[src/rtl/cnn_pkg.sv]
// ----------------------------------------------------------------------------
// cnn_pkg
// Shared constants and types for the CNN pooling datapath.
//   DATA_W    : sample width (two's complement)
//   MAX_COLS  : widest supported input row; the line buffer holds MAX_COLS/2
//   DIM_W     : width of the row/column count inputs and counters
//   ACC_W     : partial-sum width, wide enough for a 4-sample sum
//   pool_state_t : pooling control states
//   sample_t / acc_t : signed sample and partial-sum types
// ----------------------------------------------------------------------------
package cnn_pkg;

    localparam int DATA_W   = 16;
    localparam int MAX_COLS = 28;
    localparam int DIM_W    = 6;
    localparam int ACC_W    = DATA_W + 2;
    localparam int LB_DEPTH = MAX_COLS / 2;
    localparam int LB_AW    = $clog2(LB_DEPTH);

    typedef enum logic [1:0] {
        IDLE,
        EVEN_ROW,
        ODD_ROW,
        DRAIN
    } pool_state_t;

    typedef logic signed [DATA_W-1:0] sample_t;
    typedef logic signed [ACC_W-1:0]  acc_t;

endpackage

[src/rtl/pool_line_buf.sv]
// ----------------------------------------------------------------------------
// pool_line_buf
// Half-row line buffer: LB_DEPTH x ACC_W register array holding the
// horizontal pair results of the last even input row.
//   clk, reset : clock and synchronous active-high reset
//   wr_en_i    : write wr_data_i to entry addr_i on the rising edge
//   addr_i     : shared read/write address (pair index = column / 2)
//   wr_data_i  : pair result to store
//   rd_data_o  : combinational read of entry addr_i
// ----------------------------------------------------------------------------
module pool_line_buf
    import cnn_pkg::*;
(
    input  logic             clk,
    input  logic             reset,
    input  logic             wr_en_i,
    input  logic [LB_AW-1:0] addr_i,
    input  acc_t             wr_data_i,
    output acc_t             rd_data_o
);

    acc_t mem_q [LB_DEPTH];

    // NOTE: this array is small and must come out of reset cleared, so it is
    // built from resettable flops; a RAM macro would not be reset here.
    always_ff @(posedge clk) begin
        if (reset) begin
            for (int i = 0; i < LB_DEPTH; i++) begin
                mem_q[i] <= '0;
            end
        end else if (wr_en_i) begin
            mem_q[addr_i] <= wr_data_i;
        end
    end

    assign rd_data_o = mem_q[addr_i];

endmodule

[src/rtl/pool_2x2_stream.sv]
// ----------------------------------------------------------------------------
// pool_2x2_stream
// Streaming 2x2 stride-2 pooling of a raster-ordered feature map. Even-row
// pair results are parked in a half-row line buffer and combined with the
// matching odd-row pair; trailing odd column/row samples are consumed and
// dropped. One output register sits on the output handshake.
//
// Build option: define POOL_MAX_EN for max pooling; by default the window is
// averaged (4-sample sum, arithmetic shift right by 2 = floor division).
//
// Ports:
//   clk, reset          : clock, synchronous active-high reset
//   start, cols, rows   : start pulse and map dimensions (latched in IDLE)
//   in_valid/in_ready   : input handshake, in_data = convolution result
//   out_valid/out_ready : output handshake, out_data = pooled result
//   busy                : map in progress
//   finish              : one-cycle pulse after the last output is taken
// ----------------------------------------------------------------------------
module pool_2x2_stream
    import cnn_pkg::*;
(
    input  logic              clk,
    input  logic              reset,
    input  logic              start,
    input  logic [DIM_W-1:0]  cols,
    input  logic [DIM_W-1:0]  rows,
    input  logic              in_valid,
    output logic              in_ready,
    input  logic [DATA_W-1:0] in_data,
    output logic              out_valid,
    input  logic              out_ready,
    output logic [DATA_W-1:0] out_data,
    output logic              busy,
    output logic              finish
);

    pool_state_t      state_q, state_d;
    logic [DIM_W-1:0] cols_q, rows_q, col_q, row_q;
    acc_t             hold_q;
    logic             out_valid_q;
    sample_t          out_data_q;
    logic             finish_q;

    function automatic acc_t combine(input acc_t a, input acc_t b);
`ifdef POOL_MAX_EN
        return (a > b) ? a : b;
`else
        return a + b;
`endif
    endfunction

    function automatic sample_t finalize(input acc_t w);
`ifdef POOL_MAX_EN
        return w[DATA_W-1:0];
`else
        acc_t s = w >>> 2;
        return s[DATA_W-1:0];
`endif
    endfunction

    logic             xfer, last_col, last_row, pair_col, pool_row, win_done, lb_we;
    logic [DIM_W-1:0] cols_even, rows_even;
    acc_t             in_ext, pair, lb_rd, win;

    assign cols_even = {cols_q[DIM_W-1:1], 1'b0};
    assign rows_even = {rows_q[DIM_W-1:1], 1'b0};
    assign last_col  = (col_q == cols_q - DIM_W'(1));
    assign last_row  = (row_q == rows_q - DIM_W'(1));
    // Odd column inside the pooled width: this sample closes a horizontal pair.
    assign pair_col  = col_q[0] && (col_q < cols_even);
    assign pool_row  = (row_q < rows_even);
    // Odd rows are always inside the pooled height (a trailing row is even).
    assign win_done  = (state_q == ODD_ROW) && pair_col;

    assign in_ext = {{(ACC_W-DATA_W){in_data[DATA_W-1]}}, in_data};
    assign pair   = combine(hold_q, in_ext);
    assign win    = combine(pair, lb_rd);
    assign xfer   = in_valid && in_ready;
    assign lb_we  = xfer && (state_q == EVEN_ROW) && pair_col && pool_row;

    pool_line_buf u_line_buf (
        .clk       (clk),
        .reset     (reset),
        .wr_en_i   (lb_we),
        .addr_i    (col_q[LB_AW:1]),
        .wr_data_i (pair),
        .rd_data_o (lb_rd)
    );

    // State register.
    // NOTE: sequential state uses non-blocking assignment so every flop
    // samples the pre-edge values, independent of block ordering.
    always_ff @(posedge clk) begin
        if (reset) begin
            state_q <= IDLE;
        end else begin
            state_q <= state_d;
        end
    end

    // Next-state logic.
    // NOTE: state_d gets a default before the case so no path leaves it
    // unassigned, which would infer a latch.
    always_comb begin
        state_d = state_q;
        case (state_q)
            IDLE: begin
                if (start) state_d = EVEN_ROW;
            end
            EVEN_ROW, ODD_ROW: begin
                if (xfer && last_col) begin
                    if (last_row)                state_d = DRAIN;
                    else if (state_q == EVEN_ROW) state_d = ODD_ROW;
                    else                         state_d = EVEN_ROW;
                end
            end
            DRAIN: begin
                if (!out_valid_q || out_ready) state_d = IDLE;
            end
            default: state_d = IDLE;
        endcase
    end

    // Output logic. Input is stalled only when the sample would produce a
    // result while the output register is still occupied.
    always_comb begin
        busy     = (state_q != IDLE);
        in_ready = busy && (state_q != DRAIN) &&
                   !(out_valid_q && !out_ready && win_done);
    end

    // Counters, horizontal hold register and output register.
    always_ff @(posedge clk) begin
        if (reset) begin
            cols_q      <= '0;
            rows_q      <= '0;
            col_q       <= '0;
            row_q       <= '0;
            hold_q      <= '0;
            out_valid_q <= 1'b0;
            out_data_q  <= '0;
            finish_q    <= 1'b0;
        end else begin
            // Fires on the edge where DRAIN sees the output register empty
            // (or emptying), so busy falls in the same cycle finish is high.
            finish_q <= (state_q == DRAIN) && (!out_valid_q || out_ready);

            if ((state_q == IDLE) && start) begin
                cols_q <= cols;
                rows_q <= rows;
                col_q  <= '0;
                row_q  <= '0;
                hold_q <= '0;
            end else if (xfer) begin
                if (last_col) begin
                    col_q <= '0;
                    row_q <= row_q + DIM_W'(1);
                end else begin
                    col_q <= col_q + DIM_W'(1);
                end
                if (!col_q[0]) hold_q <= in_ext;
            end

            if (xfer && win_done) begin
                out_valid_q <= 1'b1;
                out_data_q  <= finalize(win);
            end else if (out_ready) begin
                out_valid_q <= 1'b0;
            end
        end
    end

    assign out_valid = out_valid_q;
    assign out_data  = out_data_q;
    assign finish    = finish_q;

endmodule

[config.mk]
export PLATFORM = sky130hd
export DESIGN_NAME = pool_2x2_stream
export DESIGN_NICKNAME = d
export VERILOG_FILES = /design/src/rtl/cnn_pkg.sv /design/src/rtl/pool_line_buf.sv /design/src/rtl/pool_2x2_stream.sv
export SDC_FILE = /design/constraint.sdc
export NUM_CORES = 1
export LEC_CHECK = 0
export CORE_MARGIN = 5
export CORE_UTILIZATION = 30
export DETAILED_ROUTE_END_ITERATION = 16
export HOLD_SLACK_MARGIN = 0.1
export SLEW_MARGIN = 25
export SYNTH_ARGS = -nofsm -noshare
export SYNTH_HDL_FRONTEND = slang
export SYNTH_SLANG_ARGS = --single-unit
[constraint.sdc]
create_clock -name clk -period 5.1 [get_ports clk]
set_clock_uncertainty 0.15 [all_clocks]
set_input_delay 1.53 -clock clk [delete_from_list [all_inputs] [get_ports clk]]
set_output_delay 1.53 -clock clk [all_outputs]
set_load 0.005 [all_outputs]
==> impl_metrics.json <==
{
  "status": "complete, no violations",
  "start_kind": "input pin",
  "die_w_um": 239,
  "fin_hold_ws_ns": 0.308,
  "hold_buffers": 0,
  "drtAntennaViolNets": 0,
  "hold_class": "flop to flop",
  "cts_max_level": 2,
  "track_usage_pct": 14.4,
  "synth_area_leader_cell": "edfxtp_1",
  "synth_top_family_by_area": "simple AND/OR/NAND/NOR gates",
  "synthXorXnorAreaFrac_pct": 2.45,
  "start_util_pct": 30.4,
  "die_area_sq_um": 56900,
  "hold_viol_final": 0,
  "synth_cell_type_count": 63,
  "post-dp-hpwl_um": 28300,
  "yosys-top-cells-area": "edfxtp_1 52%, mux4_2 12%, dfxtp_1 8.2%",
  "wl_um": 41700,
  "muxShareOfSynthArea_pct": 12.5,
  "drive_gt1_share_pct": 21.4,
  "layout_min_cycle_time_ns": 4.88,
  "dieHeight_um": 239,
  "finalWorstSetupSlack_ns": 0.218,
  "n_antenna_cell": 0,
  "cts_root_buf": "clkbuf_16",
  "crit_path_end_kind": "flop",
  "avgSynthCellArea_sq_um": 12.7,
  "cts.sinks": 336,
  "crit_type": "input pin to flop",
  "cts_tree": "done",
  "crit_fanout": 4,
  "syn2layout_area_growth_pct": 22.1,
  "worst_pin_slew_ns": 0.993,
  "via_per_inst": 4.96,
  "post-route-util_pct": 37.2,
  "async_flop_share_pct": 0,
  "first_global_vias": 10298,
  "clockBufferDepth": 3,
  "final_area_sq_um": 19100,
  "synth.net_count": 1317,
  "synth_seq_cells": 336,
  "synth-edff-count": 272,
  "clk_latency_ns": 0.54,
  "seq_area_sq_um": 9450,
  "synth_area_sq_um": 15700,
  "num-nets-final": 1459,
  "slew_headroom_pct": 33.7,
  "rows": 83,
  "synth_compound_area_share_pct": 5.27,
  "num-fill-cells": 4977,
  "fin_crit_sh_pct": 95.7,
  "placed_cell_area_sq_um": 17800,
  "peakVddDrop_mv": 0.210,
  "yosysWarnings": 0,
  "setup_violations": 0,
  "gp_congestion": 0.835,
  "overflow": 0,
  "drt_iter0_drc": 992,
  "finalMaxSlewViolations": 0,
  "clk_pin_slew_ns": 0.06,
  "wire_per_inst_um": 20.0,
  "power_leakage_uw": 0.00698,
  "drc": 0,
  "grt_pass1_wl_um": 63200,
  "antenna_found_initial": 0,
  "grt_max_degree": 37,
  "seq_area_frac_synth_pct": 60.3,
  "multi_input_area_sq_um": 5970,
  "numCtsBuffers": 36,
  "cp.required_ns": 5.41,
  "pin_count": 53,
  "power.density_nw_per_um2": 347,
  "cp_data_arrival_time_ns": 5.19,
  "io_buffers": 52,
  "vias": 10343,
  "synthSimpleGateAreaFrac_pct": 12.8,
  "core-area_sq_um": 51500,
  "firstDrtPassIters": 7,
  "synthCells": 1236,
  "cap_violations": 0,
  "synthFlopType": "edfxtp_1",
  "synth_top_area_share_pct": 52.1,
  "synth_fa_ha_area_share_pct": 3.88,
  "place_ws_ns": -0.481,
  "timing.fmax_mhz": 205
}
-- registers in the layout, summed over array words and instances (netlist names), named ones only --
register / cells
row_q: 6
rows_q: 6
finish: 1
out_valid: 1
hold_q: 16
col_q: 6
u_line_buf.mem_q: 272
out_data: 16
state_q: 2
cols_q: 6
-- cell usage after synthesis, types with 12 or more instances --
master and count:
a21o_1 12, nor3_1 18, dfxtp_1 64, nand3_1 17, mux4_2 81, a21oi_1 57, edfxtp_1 272, xnor2_1 23
ha_1 47, nand2_1 103, inv_1 43, o21ai_0 13, nor2_1 282, xor2_1 19, clkbuf_1 58
-- report_power, final --
group	switching, uW	internal (uW)
registers	49.7	3070
clock network	1080	1530
logic	519	382
-- final timing paths --
check / startpoint / to / slack [ns] / cells past startpoint
max: in_data[3] / out_data[14] / 0.22 / 19
min: hold_q[15] / hold_q[15] / 0.31 / 2
max reg2reg: flop / out_data[4] / 0.68 / 14
min reg2reg: hold_q[15] / hold_q[15] / 0.31 / 2
-- cells in the final DEF (no fill, tap or decap), types with 8 or more instances in the layout --
master,synthesis,final
a21o_1,12,12
inv_1,43,41
nor2_1,282,280
buf_4,1,117
clkbuf_16,0,38
o211ai_1,8,8
xnor2_1,23,21
ha_1,47,42
clkinv_2,0,10
nand3_1,17,17
xor2_1,19,19
o21ai_0,13,8
a21oi_1,57,52
mux2i_1,8,8
nor3_1,18,17
edfxtp_1,272,272
mux4_2,81,81
dfxtp_1,64,62
nand2_1,103,103
clkdlybuf4s50_1,0,50
-- kinds of logic (layout without fill, tap and decap cells) --
logic type               after synthesis  count (layout)
multiplexers                          91              91
XOR/XNOR                              43              43
buffers and inverters                115             285
AO/OA/AOI/OAI                        128             128
adder cells (fa/ha/maj)               48              48
AND/OR/NAND/NOR                      475             475
flip-flops                           336             336
-- routing by layer --
layer | GRT usage [%] | share of wire [%] | vias up | wire, um
met5 | 0 | 0 | - | 0
met4 | 3.46 | 2.1 | 0 | 893
met3 | 2.34 | 5.8 | 58 | 2410
met2 | 24.7 | 50 | 334 | 20900
met1 | 19.3 | 42 | 5176 | 17600
li1 | - | - | 4775 | -
-- final cells by class --
type,instances,share of cell area [%]
Multi-Input combinational cell,785,31.2
Timing Repair Buffer,175,7.96
Clock buffer,42,5.12
Clock inverter,24,1.05
Tap cell,680,4.44
Sequential cell,336,49.4
Inverter,44,0.863
-- critical path, cell delays in order --
cell and delay (ns):
clkdlybuf4s50_1 0.44, ha_1 0.34, a21oi_1 0.16, o22ai_1 0.12
o21ai_1 0.17, nand2b_1 0.07, a21oi_1 0.18, xor2_1 0.21
inv_1 0.09, ha_1 0.33, o211ai_1 0.20, nor2_1 0.09
o21ai_2 0.22, a21oi_4 0.12, o221a_4 0.26, a311oi_4 0.33
buf_4 0.18, o211ai_1 0.07, o211ai_1 0.08
-- what timing repair did --
| action | in CTS | in global routing |
|---|---|---|
| endpoints found under the setup margin | 0 | 8 |
| setup buffers | 0 | 1 |
| gates resized for setup | 0 | 27 |
-- stage by stage --
step | instances | setup TNS (ns) | power [uW]
5_1_grt | 2086 | -0.00682 | 6880
4_1_cts | 2085 | 0 | 6660
3_5_place_dp | 2019 | -3.92 | 4050
3_3_place_gp | 2019 | -3.61 | 4030
6_report | 2086 | 0 | 6640
2_1_floorplan | 1236 | 0 | 3680
(Power assumes the default switching activity.)
